File: src/rtl/pipe_hazard_ctrl_pkg.sv
// ---------------------------------------------------------------------------
// pipe_hazard_ctrl_pkg
// Shared definitions for the 5-stage pipeline hazard/forwarding controller.
//   - FWD_* : EX operand select encodings
//   - HZ_*  : last-cycle cause encodings (exposed as hz_state)
//   - slot_t: one scoreboard entry {valid, rw, load}
//   - fwd_sel(): per-operand forwarding select from the EX/MEM slots
// ---------------------------------------------------------------------------
package pipe_hazard_ctrl_pkg;

  localparam int HZ_REG_AW = 5;

  localparam logic [1:0] FWD_RF  = 2'b00;  // operand from register file
  localparam logic [1:0] FWD_MEM = 2'b01;  // operand from EX/MEM ALUout
  localparam logic [1:0] FWD_WR  = 2'b10;  // operand from WR RegDin

  localparam logic [1:0] HZ_RUN   = 2'b00;
  localparam logic [1:0] HZ_STALL = 2'b01;
  localparam logic [1:0] HZ_FLUSH = 2'b10;

  typedef struct packed {
    logic                 valid;  // writes a nonzero register
    logic [HZ_REG_AW-1:0] rw;     // destination register
    logic                 load;   // result only available after MEM
  } slot_t;

  localparam slot_t SLOT_BUBBLE = '0;

  // Evaluated while the consumer sits in ID: the current EX slot will be in
  // EX/MEM and the current MEM slot in WR when the consumer reaches EX.
  // A matching load in EX is never forwarded; the load-use stall covers it.
  function automatic logic [1:0] fwd_sel(input logic                 use_r,
                                         input logic [HZ_REG_AW-1:0] r,
                                         input slot_t                ex,
                                         input slot_t                mem);
    fwd_sel = FWD_RF;
    if (use_r && (r != '0)) begin
      if (ex.valid && !ex.load && (ex.rw == r)) begin
        fwd_sel = FWD_MEM;
      end else if (mem.valid && (mem.rw == r)) begin
        fwd_sel = FWD_WR;
      end
    end
  endfunction

endpackage

File: src/rtl/pipe_hazard_ctrl_if.sv
// ---------------------------------------------------------------------------
// pipe_hazard_ctrl_if
// Bundle between the pipeline datapath (master) and the hazard controller
// (slave).
//   master drives: hz_en, id_rs, id_rt, id_use_rs, id_use_rt, id_rw,
//                  id_reg_wr, id_load, mem_pc_src
//   slave drives : pc_we, ifid_we, ifid_flush, idex_flush, exmem_flush,
//                  fwd_a, fwd_b, hz_state, stall_cnt, flush_cnt,
//                  dbg_ex, dbg_mem, dbg_wr (scoreboard slots)
// Handshake: there is no valid/ready pair. Every signal is a level that is
// meaningful in every cycle; the controller samples the ID-stage fields on
// each rising clock edge and its enables/flushes apply to that same edge.
// CNT_W must match the CNT_W of the attached pipe_hazard_ctrl.
// ---------------------------------------------------------------------------
interface pipe_hazard_ctrl_if #(
  parameter int CNT_W = 16
);
  import pipe_hazard_ctrl_pkg::*;

  localparam int REG_AW = HZ_REG_AW;

  logic              hz_en;
  logic [REG_AW-1:0] id_rs;
  logic [REG_AW-1:0] id_rt;
  logic              id_use_rs;
  logic              id_use_rt;
  logic [REG_AW-1:0] id_rw;
  logic              id_reg_wr;
  logic              id_load;
  logic              mem_pc_src;

  logic              pc_we;
  logic              ifid_we;
  logic              ifid_flush;
  logic              idex_flush;
  logic              exmem_flush;
  logic [1:0]        fwd_a;
  logic [1:0]        fwd_b;
  logic [1:0]        hz_state;
  logic [CNT_W-1:0]  stall_cnt;
  logic [CNT_W-1:0]  flush_cnt;
  slot_t             dbg_ex;
  slot_t             dbg_mem;
  slot_t             dbg_wr;

  modport master (
    output hz_en, id_rs, id_rt, id_use_rs, id_use_rt, id_rw, id_reg_wr,
           id_load, mem_pc_src,
    input  pc_we, ifid_we, ifid_flush, idex_flush, exmem_flush, fwd_a, fwd_b,
           hz_state, stall_cnt, flush_cnt, dbg_ex, dbg_mem, dbg_wr
  );

  modport slave (
    input  hz_en, id_rs, id_rt, id_use_rs, id_use_rt, id_rw, id_reg_wr,
           id_load, mem_pc_src,
    output pc_we, ifid_we, ifid_flush, idex_flush, exmem_flush, fwd_a, fwd_b,
           hz_state, stall_cnt, flush_cnt, dbg_ex, dbg_mem, dbg_wr
  );

endinterface

File: src/rtl/pipe_hazard_ctrl_hz_sat_counter.sv
// ---------------------------------------------------------------------------
// hz_sat_counter
// Saturating up-counter used for the stall and flush performance counters.
//   i_clk  : clock, rising edge
//   i_clrn : asynchronous active-low reset (clears to 0)
//   i_inc  : count one event this cycle
//   o_cnt  : current count, holds at all-ones
// ---------------------------------------------------------------------------
module hz_sat_counter #(
  parameter int CNT_W = 16
) (
  input  logic             i_clk,
  input  logic             i_clrn,
  input  logic             i_inc,
  output logic [CNT_W-1:0] o_cnt
);

  logic [CNT_W-1:0] r_cnt;

  always_ff @(posedge i_clk or negedge i_clrn) begin
    if (!i_clrn) begin
      r_cnt <= '0;
    end else if (i_inc && (r_cnt != '1)) begin
      r_cnt <= r_cnt + 1'b1;
    end
  end

  assign o_cnt = r_cnt;

endmodule

File: src/rtl/pipe_hazard_ctrl.sv
// ---------------------------------------------------------------------------
// pipe_hazard_ctrl
// Hazard/forwarding controller for an IF-ID-EX-MEM-WR pipeline.
// Keeps a shadow scoreboard of in-flight destinations (EX/MEM/WR slots),
// detects load-use stalls and taken-branch redirects, drives PC/IF-ID write
// enables and pipeline flushes, registers EX forwarding selects, and counts
// stall and flush cycles.
//   i_clk  : pipeline clock, rising edge
//   i_clrn : asynchronous active-low reset
//   io_hz  : pipe_hazard_ctrl_if.slave (ID fields in, controls/status out)
// ---------------------------------------------------------------------------
module pipe_hazard_ctrl
  import pipe_hazard_ctrl_pkg::*;
#(
  parameter int CNT_W = 16
) (
  input  logic             i_clk,
  input  logic             i_clrn,
  pipe_hazard_ctrl_if.slave io_hz
);

  slot_t      r_ex_slot;
  slot_t      r_mem_slot;
  slot_t      r_wr_slot;
  logic [1:0] r_fwd_a;
  logic [1:0] r_fwd_b;
  logic [1:0] r_hz_state;

  slot_t      w_id_slot;
  logic       w_hit_rs;
  logic       w_hit_rt;
  logic       w_lu;
  logic       w_fl;
  logic       w_stall;
  logic [1:0] w_fwd_a;
  logic [1:0] w_fwd_b;

  // A slot is valid only for a real (nonzero) register write.
  assign w_id_slot = '{valid: io_hz.id_reg_wr && (io_hz.id_rw != '0),
                       rw:    io_hz.id_rw,
                       load:  io_hz.id_load};

  // Load-use: the load in EX has no result until after MEM, so the consumer
  // must wait one cycle in ID. r_ex_slot.valid already excludes $0.
  assign w_hit_rs = io_hz.id_use_rs && (io_hz.id_rs == r_ex_slot.rw);
  assign w_hit_rt = io_hz.id_use_rt && (io_hz.id_rt == r_ex_slot.rw);
  assign w_lu     = io_hz.hz_en && r_ex_slot.valid && r_ex_slot.load &&
                    (w_hit_rs || w_hit_rt);
  assign w_fl     = io_hz.hz_en && io_hz.mem_pc_src;

  // A redirect kills the stalled consumer, so flush wins over stall.
  assign w_stall  = w_lu && !w_fl;

  assign io_hz.pc_we       = !w_stall;
  assign io_hz.ifid_we     = !w_stall;
  assign io_hz.ifid_flush  = w_fl;
  assign io_hz.idex_flush  = w_fl || w_lu;
  assign io_hz.exmem_flush = w_fl;

  assign w_fwd_a = fwd_sel(io_hz.id_use_rs, io_hz.id_rs, r_ex_slot, r_mem_slot);
  assign w_fwd_b = fwd_sel(io_hz.id_use_rt, io_hz.id_rt, r_ex_slot, r_mem_slot);

  always_ff @(posedge i_clk or negedge i_clrn) begin
    if (!i_clrn) begin
      r_ex_slot  <= SLOT_BUBBLE;
      r_mem_slot <= SLOT_BUBBLE;
      r_wr_slot  <= SLOT_BUBBLE;
      r_fwd_a    <= FWD_RF;
      r_fwd_b    <= FWD_RF;
      r_hz_state <= HZ_RUN;
    end else begin
      r_wr_slot <= r_mem_slot;
      if (w_fl) begin
        // Wrong-path instructions in ID and EX are squashed.
        r_ex_slot  <= SLOT_BUBBLE;
        r_mem_slot <= SLOT_BUBBLE;
        r_hz_state <= HZ_FLUSH;
      end else if (w_lu) begin
        // Bubble into EX while the load advances to MEM.
        r_ex_slot  <= SLOT_BUBBLE;
        r_mem_slot <= r_ex_slot;
        r_hz_state <= HZ_STALL;
      end else begin
        r_ex_slot  <= w_id_slot;
        r_mem_slot <= r_ex_slot;
        r_hz_state <= HZ_RUN;
      end
      // Whenever a bubble enters EX (or handling is off) forwarding is idle.
      if (w_fl || w_lu || !io_hz.hz_en) begin
        r_fwd_a <= FWD_RF;
        r_fwd_b <= FWD_RF;
      end else begin
        r_fwd_a <= w_fwd_a;
        r_fwd_b <= w_fwd_b;
      end
    end
  end

  assign io_hz.fwd_a    = r_fwd_a;
  assign io_hz.fwd_b    = r_fwd_b;
  assign io_hz.hz_state = r_hz_state;
  assign io_hz.dbg_ex   = r_ex_slot;
  assign io_hz.dbg_mem  = r_mem_slot;
  assign io_hz.dbg_wr   = r_wr_slot;

  hz_sat_counter #(.CNT_W(CNT_W)) u_stall_cnt (
    .i_clk  (i_clk),
    .i_clrn (i_clrn),
    .i_inc  (w_stall),
    .o_cnt  (io_hz.stall_cnt)
  );

  hz_sat_counter #(.CNT_W(CNT_W)) u_flush_cnt (
    .i_clk  (i_clk),
    .i_clrn (i_clrn),
    .i_inc  (w_fl),
    .o_cnt  (io_hz.flush_cnt)
  );

endmodule

File: src/flat_wrapper.sv
// flat-port wrapper written by rule: the top's interface ports become plain ports
module pipe_hazard_ctrl_flat import pipe_hazard_ctrl_pkg::*;
#(
  parameter int CNT_W = 16
)
  (i_clk, i_clrn, io_hz_hz_en, io_hz_id_rs, io_hz_id_rt, io_hz_id_use_rs, io_hz_id_use_rt, io_hz_id_rw, io_hz_id_reg_wr, io_hz_id_load, io_hz_mem_pc_src, io_hz_pc_we, io_hz_ifid_we, io_hz_ifid_flush, io_hz_idex_flush, io_hz_exmem_flush, io_hz_fwd_a, io_hz_fwd_b, io_hz_hz_state, io_hz_stall_cnt, io_hz_flush_cnt, io_hz_dbg_ex, io_hz_dbg_mem, io_hz_dbg_wr);
  pipe_hazard_ctrl_if #(.CNT_W(CNT_W)) io_hz_i ();
  input  logic i_clk;
  input  logic i_clrn;
  input wire logic [$bits(io_hz_i.hz_en)-1:0] io_hz_hz_en;
  input wire logic [$bits(io_hz_i.id_rs)-1:0] io_hz_id_rs;
  input wire logic [$bits(io_hz_i.id_rt)-1:0] io_hz_id_rt;
  input wire logic [$bits(io_hz_i.id_use_rs)-1:0] io_hz_id_use_rs;
  input wire logic [$bits(io_hz_i.id_use_rt)-1:0] io_hz_id_use_rt;
  input wire logic [$bits(io_hz_i.id_rw)-1:0] io_hz_id_rw;
  input wire logic [$bits(io_hz_i.id_reg_wr)-1:0] io_hz_id_reg_wr;
  input wire logic [$bits(io_hz_i.id_load)-1:0] io_hz_id_load;
  input wire logic [$bits(io_hz_i.mem_pc_src)-1:0] io_hz_mem_pc_src;
  output wire logic [$bits(io_hz_i.pc_we)-1:0] io_hz_pc_we;
  output wire logic [$bits(io_hz_i.ifid_we)-1:0] io_hz_ifid_we;
  output wire logic [$bits(io_hz_i.ifid_flush)-1:0] io_hz_ifid_flush;
  output wire logic [$bits(io_hz_i.idex_flush)-1:0] io_hz_idex_flush;
  output wire logic [$bits(io_hz_i.exmem_flush)-1:0] io_hz_exmem_flush;
  output wire logic [$bits(io_hz_i.fwd_a)-1:0] io_hz_fwd_a;
  output wire logic [$bits(io_hz_i.fwd_b)-1:0] io_hz_fwd_b;
  output wire logic [$bits(io_hz_i.hz_state)-1:0] io_hz_hz_state;
  output wire logic [$bits(io_hz_i.stall_cnt)-1:0] io_hz_stall_cnt;
  output wire logic [$bits(io_hz_i.flush_cnt)-1:0] io_hz_flush_cnt;
  output wire logic [$bits(io_hz_i.dbg_ex)-1:0] io_hz_dbg_ex;
  output wire logic [$bits(io_hz_i.dbg_mem)-1:0] io_hz_dbg_mem;
  output wire logic [$bits(io_hz_i.dbg_wr)-1:0] io_hz_dbg_wr;
  assign io_hz_i.hz_en = io_hz_hz_en;
  assign io_hz_i.id_rs = io_hz_id_rs;
  assign io_hz_i.id_rt = io_hz_id_rt;
  assign io_hz_i.id_use_rs = io_hz_id_use_rs;
  assign io_hz_i.id_use_rt = io_hz_id_use_rt;
  assign io_hz_i.id_rw = io_hz_id_rw;
  assign io_hz_i.id_reg_wr = io_hz_id_reg_wr;
  assign io_hz_i.id_load = io_hz_id_load;
  assign io_hz_i.mem_pc_src = io_hz_mem_pc_src;
  assign io_hz_pc_we = io_hz_i.pc_we;
  assign io_hz_ifid_we = io_hz_i.ifid_we;
  assign io_hz_ifid_flush = io_hz_i.ifid_flush;
  assign io_hz_idex_flush = io_hz_i.idex_flush;
  assign io_hz_exmem_flush = io_hz_i.exmem_flush;
  assign io_hz_fwd_a = io_hz_i.fwd_a;
  assign io_hz_fwd_b = io_hz_i.fwd_b;
  assign io_hz_hz_state = io_hz_i.hz_state;
  assign io_hz_stall_cnt = io_hz_i.stall_cnt;
  assign io_hz_flush_cnt = io_hz_i.flush_cnt;
  assign io_hz_dbg_ex = io_hz_i.dbg_ex;
  assign io_hz_dbg_mem = io_hz_i.dbg_mem;
  assign io_hz_dbg_wr = io_hz_i.dbg_wr;
  pipe_hazard_ctrl #(.CNT_W(CNT_W)) u_core (.i_clk(i_clk), .i_clrn(i_clrn), .io_hz(io_hz_i));
endmodule
File: config.mk
export PLATFORM = sky130hd
export DESIGN_NAME = pipe_hazard_ctrl_flat
export DESIGN_NICKNAME = d
export VERILOG_FILES = /design/src/rtl/pipe_hazard_ctrl_pkg.sv /design/src/rtl/pipe_hazard_ctrl_if.sv /design/src/rtl/pipe_hazard_ctrl_hz_sat_counter.sv /design/src/rtl/pipe_hazard_ctrl.sv /design/src/flat_wrapper.sv
export SDC_FILE = /design/constraint.sdc
export NUM_CORES = 1
export LEC_CHECK = 0
export BUFFER_PORTS_ARGS = -buffer_cell sky130_fd_sc_hd__buf_2
export CORE_AREA = 5 5 97 76
export DETAILED_ROUTE_END_ITERATION = 8
export DIE_AREA = 0 0 102 81
export PLACE_DENSITY = 0.73
export SETUP_SLACK_MARGIN = 0.3
export SKIP_CTS_REPAIR_TIMING = 1
export SYNTH_ARGS = -nofsm -noshare
export SYNTH_HDL_FRONTEND = slang
export SYNTH_SLANG_ARGS = --single-unit
File: constraint.sdc
create_clock -name i_clk -period 1.9 [get_ports i_clk]
set_clock_uncertainty 0.2 [all_clocks]
set_input_delay 0.475 -clock i_clk [delete_from_list [all_inputs] [get_ports i_clk]]
set_output_delay 0.475 -clock i_clk [all_outputs]
set_load 0.02 [all_outputs]
# ---- Yosys cells after proc, flatten, opt, wreduce, memory -nomap -nowiden
# Cells that the tools add are included.
dict set report word_totals {
  word_cells 64
  memories 0
  mem_bits_rw 0
  latch_bits 0
  input_bits 23
  mem_bits_ro 0
  regBits 59
}
dict set report classes {
  add_sub_neg 2
  eq_ne 8
  magnitude_cmp 0
  bitwise 0
  shifts 0
  n_reduce_logical 27
  n_mux 13
  div 0
  n_mul 0
}
# cell n
set ops {}
lappend ops {{adder 16 x 1 -> 16 bit, second input constant} 2}
lappend ops {{inequality test 16 bit, second input constant} 2}
lappend ops {{equality test 5 bit} 6}
lappend ops {{two-way mux 7 bit} 3}
lappend ops {{two-way mux 2 bit} 9}
lappend ops {{logical AND 1 bit} 17}
lappend ops {{nonzero test 5 bit} 3}
lappend ops {{zero test 1 bit} 4}
lappend ops {{logical OR 1 bit} 3}
lappend ops {{two-way mux 1 bit} 1}

# ---- Logic depth before layout (Yosys ltp)
# Gate-level depths: netlist of the first run.
dict set report logic_depth {
  word_depth 7
  depth_mapped 7
}

# ---- Modules after synthesis
# From an unflattened synthesis of the first run, not the netlist that was laid out.
dict set report hier_totals {
  hier_cells 245
  hier_area_um2 2934.1
}
# module cells_each n_inst area_per_inst_um2 seq_area_each_um2
set by_module_without_submodules {}
lappend by_module_without_submodules {hz_sat_counter 72 2 859.6 400.4}
lappend by_module_without_submodules {pipe_hazard_ctrl 101 1 1214.9 675.6}

# ---- Worst setup path after synthesis of the first run
# Ideal clock, no wire load.
dict set report synth_timing {
  path_kind {register to output}
  startpoint {reg u_core.r_ex_slot, in the netlist u_core.io_hz.dbg_ex[1]}
  endpoint {out io_hz_pc_we}
  n_path_buf 1
  path_slack_ns -0.471
  path_stages_with_launch 6
  arrival_ns 1.696
  cell_sequence {dfrtp_1 -> xnor2_1 -> nand3_1 -> nor2_2 -> o21ai_0 -> buf_4}
}
dict set report synth_via {
  elab_chain_len 6
}
# item line
set synth_lines {}
lappend synth_lines {{start: declaration} pipe_hazard_ctrl.sv:22} ;# slot_t r_ex_slot;
lappend synth_lines {{start signal: assignment} pipe_hazard_ctrl.sv:84} ;# r_ex_slot <= w_id_slot;
lappend synth_lines {{equality test 5 bit (on tied branches)} {pipe_hazard_ctrl.sv:45, pipe_hazard_ctrl.sv:46}}
lappend synth_lines {{logical AND 1 bit (on tied branches)} {pipe_hazard_ctrl.sv:45, pipe_hazard_ctrl.sv:46}}
lappend synth_lines {{logical OR 1 bit *} pipe_hazard_ctrl.sv:48} ;# (w_hit_rs || w_hit_rt);
lappend synth_lines {{logical AND 1 bit *} pipe_hazard_ctrl.sv:47} ;# assign w_lu = io_hz.hz_en && r_ex_slot.valid && r_ex_slot.load &&
lappend synth_lines {{logical AND 1 bit *} pipe_hazard_ctrl.sv:52} ;# assign w_stall = w_lu && !w_fl;
lappend synth_lines {{zero test 1 bit *} n/a}
lappend synth_lines {{end: declaration} flat_wrapper.sv:19} ;# output wire logic [$bits(io_hz_i.pc_we)-1:0] io_hz_pc_we;
# Mark *: on every way between the ends. The rest lies on a longest branch, timed or not.

# ---- Worst setup path after layout of the first run
dict set report layout_timing {
  startpoint {reg u_core.r_ex_slot, in the netlist u_core.io_hz.dbg_ex[1]}
  endpoint {out io_hz_idex_flush}
}
dict set report layout_via {
  elab_chain_len 5
}
# item line
set layout_lines {}
lappend layout_lines {{equality test 5 bit (on tied branches)} {pipe_hazard_ctrl.sv:45, pipe_hazard_ctrl.sv:46}}
lappend layout_lines {{logical AND 1 bit (on tied branches)} {pipe_hazard_ctrl.sv:45, pipe_hazard_ctrl.sv:46}}
lappend layout_lines {{logical OR 1 bit *} pipe_hazard_ctrl.sv:48}
lappend layout_lines {{logical AND 1 bit *} pipe_hazard_ctrl.sv:47}
lappend layout_lines {{logical OR 1 bit *} pipe_hazard_ctrl.sv:57} ;# assign io_hz.idex_flush = w_fl || w_lu;
lappend layout_lines {{end: declaration} flat_wrapper.sv:22} ;# output wire logic [$bits(io_hz_i.idex_flush)-1:0] io_hz_idex_flush;
# Marks and branches as above.

==> impl_metrics.ini, run 1 <==
[critical_path]
cp_max_fo = 3
path_class = reg -> out
cp.arrival_ns = 1.70
cp-start-kind = register
crit_path_end_kind = primary output
cp_data_required_time_ns = 1.22

[clocking]
clkSinkCount = 59
clock_latency_ns = 0.34
cts_buffers = 9
htreeDepth = 3
clkTransAtPathRegs_ns = 0.07
cts_max_path_buffers = 2
cts_tree = yes
root_buffer = clkbuf_8

[drt]
viasPerCell = 5.04
drt_iter0_drc = 114
drt_wl_total_um = 9350
wl_per_cell_um = 17.5
post-route-drc-count = 0
postRouteAntennaNets = 0
firstDrtPassIters = 4
vias = 2686

[synth]
synth_cells = 247
syn_nets = 272
yosysMostFrequentCell = dfrtp_1
synthesis.area_um2 = 2750
synth.yosys.seq_area_share_pct = 53.7
synth_warnings = 0
yosys-top-cells-area = dfrtp_1 (54%), xor2_1 (8.0%), xnor2_1 (7.0%)
synth.avg_cell_area_um2 = 11.1
synth_edf_count = 0
synth.distinct_cells = 39
synth_commonest_cells = dfrtp_1 (59), xor2_1 (25), xnor2_1 (22), nand3_1 (19), nor2_1 (16)
ys_ff_latch = 59
synth_ff_type = dfrtp_1
synth_top_area_share_pct = 53.7
synthArstFlopShare_pct = 100
synth_area_leader_cell = dfrtp_1

[sta]
fin_ws_ns = -0.479
slew_headroom_pct = 73.8
worstMarginPinSlew_ns = 0.392
max_freq_mhz = 420
period_share_pct = 125
tns_ns = -2.52
whs_ns = 0.158
rsz0062_at_grt = true
final_hold_viol_count = 0
setup_viol = 19
timing.final.crit_period_ns = 2.38
slew_violations = 0

[grt]
gr-total-overflow = 0
grt_max_degree = 60
grt_pass1_vias = 2396
antenna_found_initial = 0
grt.total_usage_pct = 18.9
grt_pass1_wl_um = 11900

[floorplanning]
die_y_um = 81
start_util_pct = 44.2
core-area_um2 = 6220
die-area_um2 = 8260
fp.dieW_um = 102
row_count = 25
io_pins = 87

[placed_design]
gp_congestion = 0.838
dpl.cell_count = 457
port_buffers = 86
hpwl_um = 5680
place_area_um2 = 3860

[layout]
final_cells = 533
syn_to_final_growth_pct = 91.4
register_area_um2 = 1520
finalNetCount = 472
diodes = 0
final_area_um2 = 5260
multi_input_area_um2 = 1710
drive_gt1_share_pct = 69.9
fillers = 320

[power]
power.density_nw_per_um2 = 753
power.total_mw = 3.96
ir_worst_vdd_mv = 0.915
power.leakage_nw = 2.53

[run]
max-cap-violations = 0

[run_status]
violations = setup timing
status = finished, violations left

[worst_hold_path]
worstHoldPathType = in -> reg
sequential cells by signal (all words and copies together), names as in the netlist:
name	flops
u_core.io_hz.hz_state	2
u_core.io_hz.fwd_b	2
u_core.io_hz.dbg_mem	7
u_core.io_hz.dbg_wr	7
u_core.io_hz.dbg_ex	7
u_core.u_flush_cnt.o_cnt	16
u_core.u_stall_cnt.o_cnt	16
u_core.io_hz.fwd_a	2
report_power, final:
group / total, mW / internal [mW] / switching [mW]
Sequential: 1.52 / 1.37 / 0.150
Combinational: 1.14 / 0.621 / 0.517
Clock: 1.31 / 0.803 / 0.505
Total: 3.96 / 2.79 / 1.17
cells by family (layout without fill, tap and decap cells):
logic type | count (synthesis) | in the layout | share of synthesized area [%]
AOI/OAI and AO/OA | 12 | 12 | 3.50
xor gates and xnor gates | 47 | 47 | 15.0
adders and majority gates | 2 | 2 | 0.910
buffers and inverters | 9 | 214 | 1.55
DFF | 59 | 59 | 53.7
muxes | 4 | 4 | 1.73
and+or+nand+nor | 114 | 114 | 23.7
layout by cell type (no fill, tap or decap), types with 3 or more instances in the layout:
master,instances
nor3_2,4
and2_1,11
buf_2,33
nor2_2,4
and2_4,3
xor2_1,25
nand2_4,4
o211ai_1,3
dfrtp_1,28
clkinv_2,3
nand3_2,9
nor4_1,3
nand2_1,10
buf_4,79
nor3_4,7
dfrtp_2,31
xnor2_2,13
nand4_1,12
xnor2_1,9
clkbuf_8,11
nand3_1,8
buf_6,77
nor2_1,8
nor2_4,8
inv_1,3
nor4_2,3
final timing paths:
kind	startpoint	to	slack, ns	cells after the start
worst max-delay path	u_core.io_hz.dbg_ex[1]	io_hz_idex_flush	-0.48	7
worst min-delay path	io_hz_id_rw[0]	u_core.io_hz.dbg_ex[1]	0.16	2
worst max register to register	u_core.io_hz.dbg_ex[1]	u_core.u_stall_cnt.o_cnt[6]	-0.11	8
worst min register to register	u_core.io_hz.dbg_mem[0]	u_core.io_hz.dbg_wr[0]	0.23	0
max in group asynchronous	i_clrn	u_core.u_flush_cnt.o_cnt[12]	0.76	3
min in group asynchronous	i_clrn	u_core.io_hz.dbg_wr[3]	0.46	3
cell type report:
type,instances,area share [%]
well taps,81,1.93
repair buffers,193,32.0
clock buffers,11,2.88
inverters,5,0.499
clock inverters,5,1.43
multi-input cells,179,32.5
flip-flops and latches,59,28.8
routing by layer:
metal / share of wire [%] / up-vias / GRT usage (%) / routed length, µm
li1: - / 1262 / - / -
met1: 42 / 1322 / 26.0 / 3930
met2: 50 / 84 / 29.7 / 4650
met3: 6.3 / 18 / 4.81 / 587
met4: 2.0 / 0 / 5.37 / 185
met5: 0 / - / 0 / 0
through the flow:
stage / setup slack (ns) / utilization [%]
after floorplan: -0.0555 / -
after global placement: -0.251 / 62.0
after detailed placement: -0.286 / 62.0
after CTS: -0.505 / 65.6
after global routing: -0.551 / 84.5
final: -0.479 / 84.5
critical path: stages (launching register included):
cell and delay, ns:
dfrtp_2 0.47, xnor2_2 0.16, nand3_2 0.11, nor2_4 0.06, o21ba_4 0.23, o21ai_4 0.15, inv_2 0.06, buf_6 0.13
No activity file was read; power rests on OpenSTA's default activity.
==> run 2: changes to the inputs <==
--- a/config.mk
+++ b/config.mk
@@ -6,12 +6,12 @@
 export NUM_CORES = 1
 export LEC_CHECK = 0
 export BUFFER_PORTS_ARGS = -buffer_cell sky130_fd_sc_hd__buf_2
-export CORE_AREA = 5 5 97 76
+export CORE_AREA = 2 2 94 73
 export DETAILED_ROUTE_END_ITERATION = 8
-export DIE_AREA = 0 0 102 81
+export DIE_AREA = 0 0 96 75
 export PLACE_DENSITY = 0.73
 export SETUP_SLACK_MARGIN = 0.3
-export SKIP_CTS_REPAIR_TIMING = 1
 export SYNTH_ARGS = -nofsm -noshare
 export SYNTH_HDL_FRONTEND = slang
 export SYNTH_SLANG_ARGS = --single-unit
+export TNS_END_PERCENT = 100
==> impl_metrics.ini, run 2 (synthesis gave the netlist of run 1 again) <==
[run_status]
status = finished, violations left
violations = setup timing

[floorplanning]
die-area_um2 = 7200
fp.dieW_um = 96
die_y_um = 75
start_util_pct = 44.2
io_pins = 87
core-area_um2 = 6220
row_count = 25

[critical_path]
cp-start-kind = register
path_cells = xnor2_2 > nand3_2 > nor2_4 > o21ba_4 > o21ai_4 > inv_2 > buf_6
cp_slowest_stage_delay_ns = 0.46
path_class = reg -> out
cp_max_fo = 3
critical_path_buf_inv_count = 2
cp_data_required_time_ns = 1.22
crit_path_top_delay_cell = dfrtp_2
cp_top_family = flip-flops
crit_path_end_kind = primary output
cp.arrival_ns = 1.77

[layout]
layout_commonest_cell = buf_6
drive_gt1_share_pct = 72.2
syn_to_final_growth_pct = 103
final_area_um2 = 5600
mostFrequentLayoutCells = buf_6 (92), buf_4 (86), buf_2 (31), dfrtp_1 (30), dfrtp_2 (29)
diodes = 0
finalNetCount = 494

[drt]
drt_wl_total_um = 11100
wl_per_cell_um = 20.0
post-route-drc-count = 0
postRouteAntennaNets = 0
viasPerCell = 5.37
firstDrtPassIters = 4
drt_iter0_drc = 160
vias = 2978

[placed_design]
hpwl_um = 5410
gp_congestion = 0.913
dpl_worst_slack_ns = -0.305
port_buffers = 86
place_area_um2 = 3860

[grt]
antenna_found_initial = 0
grt_pass1_vias = 2806
grt_max_degree = 60
grt.total_usage_pct = 26.4
gr-total-overflow = 0
grt_pass1_wl_um = 14000

[power]
power.density_nw_per_um2 = 709
seq_power_share_pct = 38.5
power.share.clock_pct = 29.8
intPower_mw = 2.69
ir_worst_vdd_mv = 0.749
power.leakage_nw = 2.67
combPwrFrac_pct = 31.7
swShare_pct = 32.2
p_sw_mw = 1.28

[clocking]
htreeDepth = 3
cts_buffers = 9
cts_max_path_buffers = 2
cts_tree = yes
clkSinkCount = 59
root_buffer = clkbuf_8
clkTransAtPathRegs_ns = 0.07
clock_latency_ns = 0.36

[sta]
worstMarginPinSlew_ns = 0.384
setup_viol = 19
slew_violations = 0
max_freq_mhz = 409
slew_headroom_pct = 74.4
fin_ws_ns = -0.547
rsz0062_at_grt = true
whs_ns = 0.149
period_share_pct = 129
timing.final.crit_period_ns = 2.45
final_hold_viol_count = 0

[run]
max-cap-violations = 0

[worst_hold_path]
worstHoldPathType = in -> reg
## run 2: layout make-up
| cell class | instances | area [µm²] |
|---|---|---|
| repair buffers | 215 | 1930 |
| multi-input cells | 179 | 1820 |
| flip-flops and latches | 59 | 1510 |
| fillers | 241 | 629 |
| clock buffers | 10 | 138 |
| well taps | 81 | 101 |
| clock inverters | 6 | 65.1 |
| inverters | 5 | 26.3 |
## run 2: routing by layer
layer / vias up / part of all wire, % / track usage (%)
met4: 0 / 3.7 / 10.3
met3: 41 / 5.6 / 6.81
met1: 1497 / 38 / 33.3
met2: 139 / 53 / 44.1
met5: - / 0 / 0
li1: 1301 / - / -
## run 2: metrics by stage
step | setup TNS [ns] | util, % | power, mW | cells
2_1_floorplan | -0.167 | - | 1.87 | 247
3_3_place_gp | -1.39 | 62.0 | 2.14 | 457
3_5_place_dp | -2.68 | 62.0 | 2.15 | 457
4_1_cts | -1.81 | 80.3 | 3.65 | 523
5_1_grt | -6.18 | 89.9 | 4.10 | 555
6_report | -5.11 | 89.9 | 3.97 | 555
## run 2: path summary, 6_finish.rpt
check,startpoint,end,slack (ns),cells after the start
setup / recovery,u_core.io_hz.dbg_ex[3],io_hz_idex_flush,-0.55,7
hold / removal,io_hz_id_rw[3],u_core.io_hz.dbg_ex[4],0.15,2
setup reg to reg,u_core.io_hz.dbg_ex[3],u_core.u_stall_cnt.o_cnt[14],-0.31,9
hold reg to reg,u_core.io_hz.dbg_mem[0],u_core.io_hz.dbg_wr[0],0.22,0
max in group asynchronous,i_clrn,u_core.io_hz.dbg_ex[3],0.76,3
min in group asynchronous,i_clrn,u_core.io_hz.hz_state[0],0.44,3
## run 2: power groups by stage
stage          sequential, mW  clock [mW]  combinational (mW)
3_5_place_dp             1.53           0               0.623
5_1_grt                  1.53        1.26                1.30
6_report                 1.53        1.18                1.26
2_1_floorplan            1.63           0               0.235
3_3_place_gp             1.53           0               0.610
4_1_cts                  1.51        1.18               0.965
## run 2: what timing repair did
action                                  CTS  global route
resized for setup                       150            76
endpoints found under the setup margin   83            94
hold endpoints to repair                 59             0
hold buffers                              1             0
setup buffers                            49            32
pin swaps                                30            50
## run 2: worst reg2reg max path: cells and delay by family, from the launching register on
kind | cells | cell delay (ns)
muxes | 1 | 0.37
buffers and inverters | 3 | 0.29
DFF | 1 | 0.46
and+or+nand+nor | 4 | 0.57
xor gates and xnor gates | 1 | 0.20
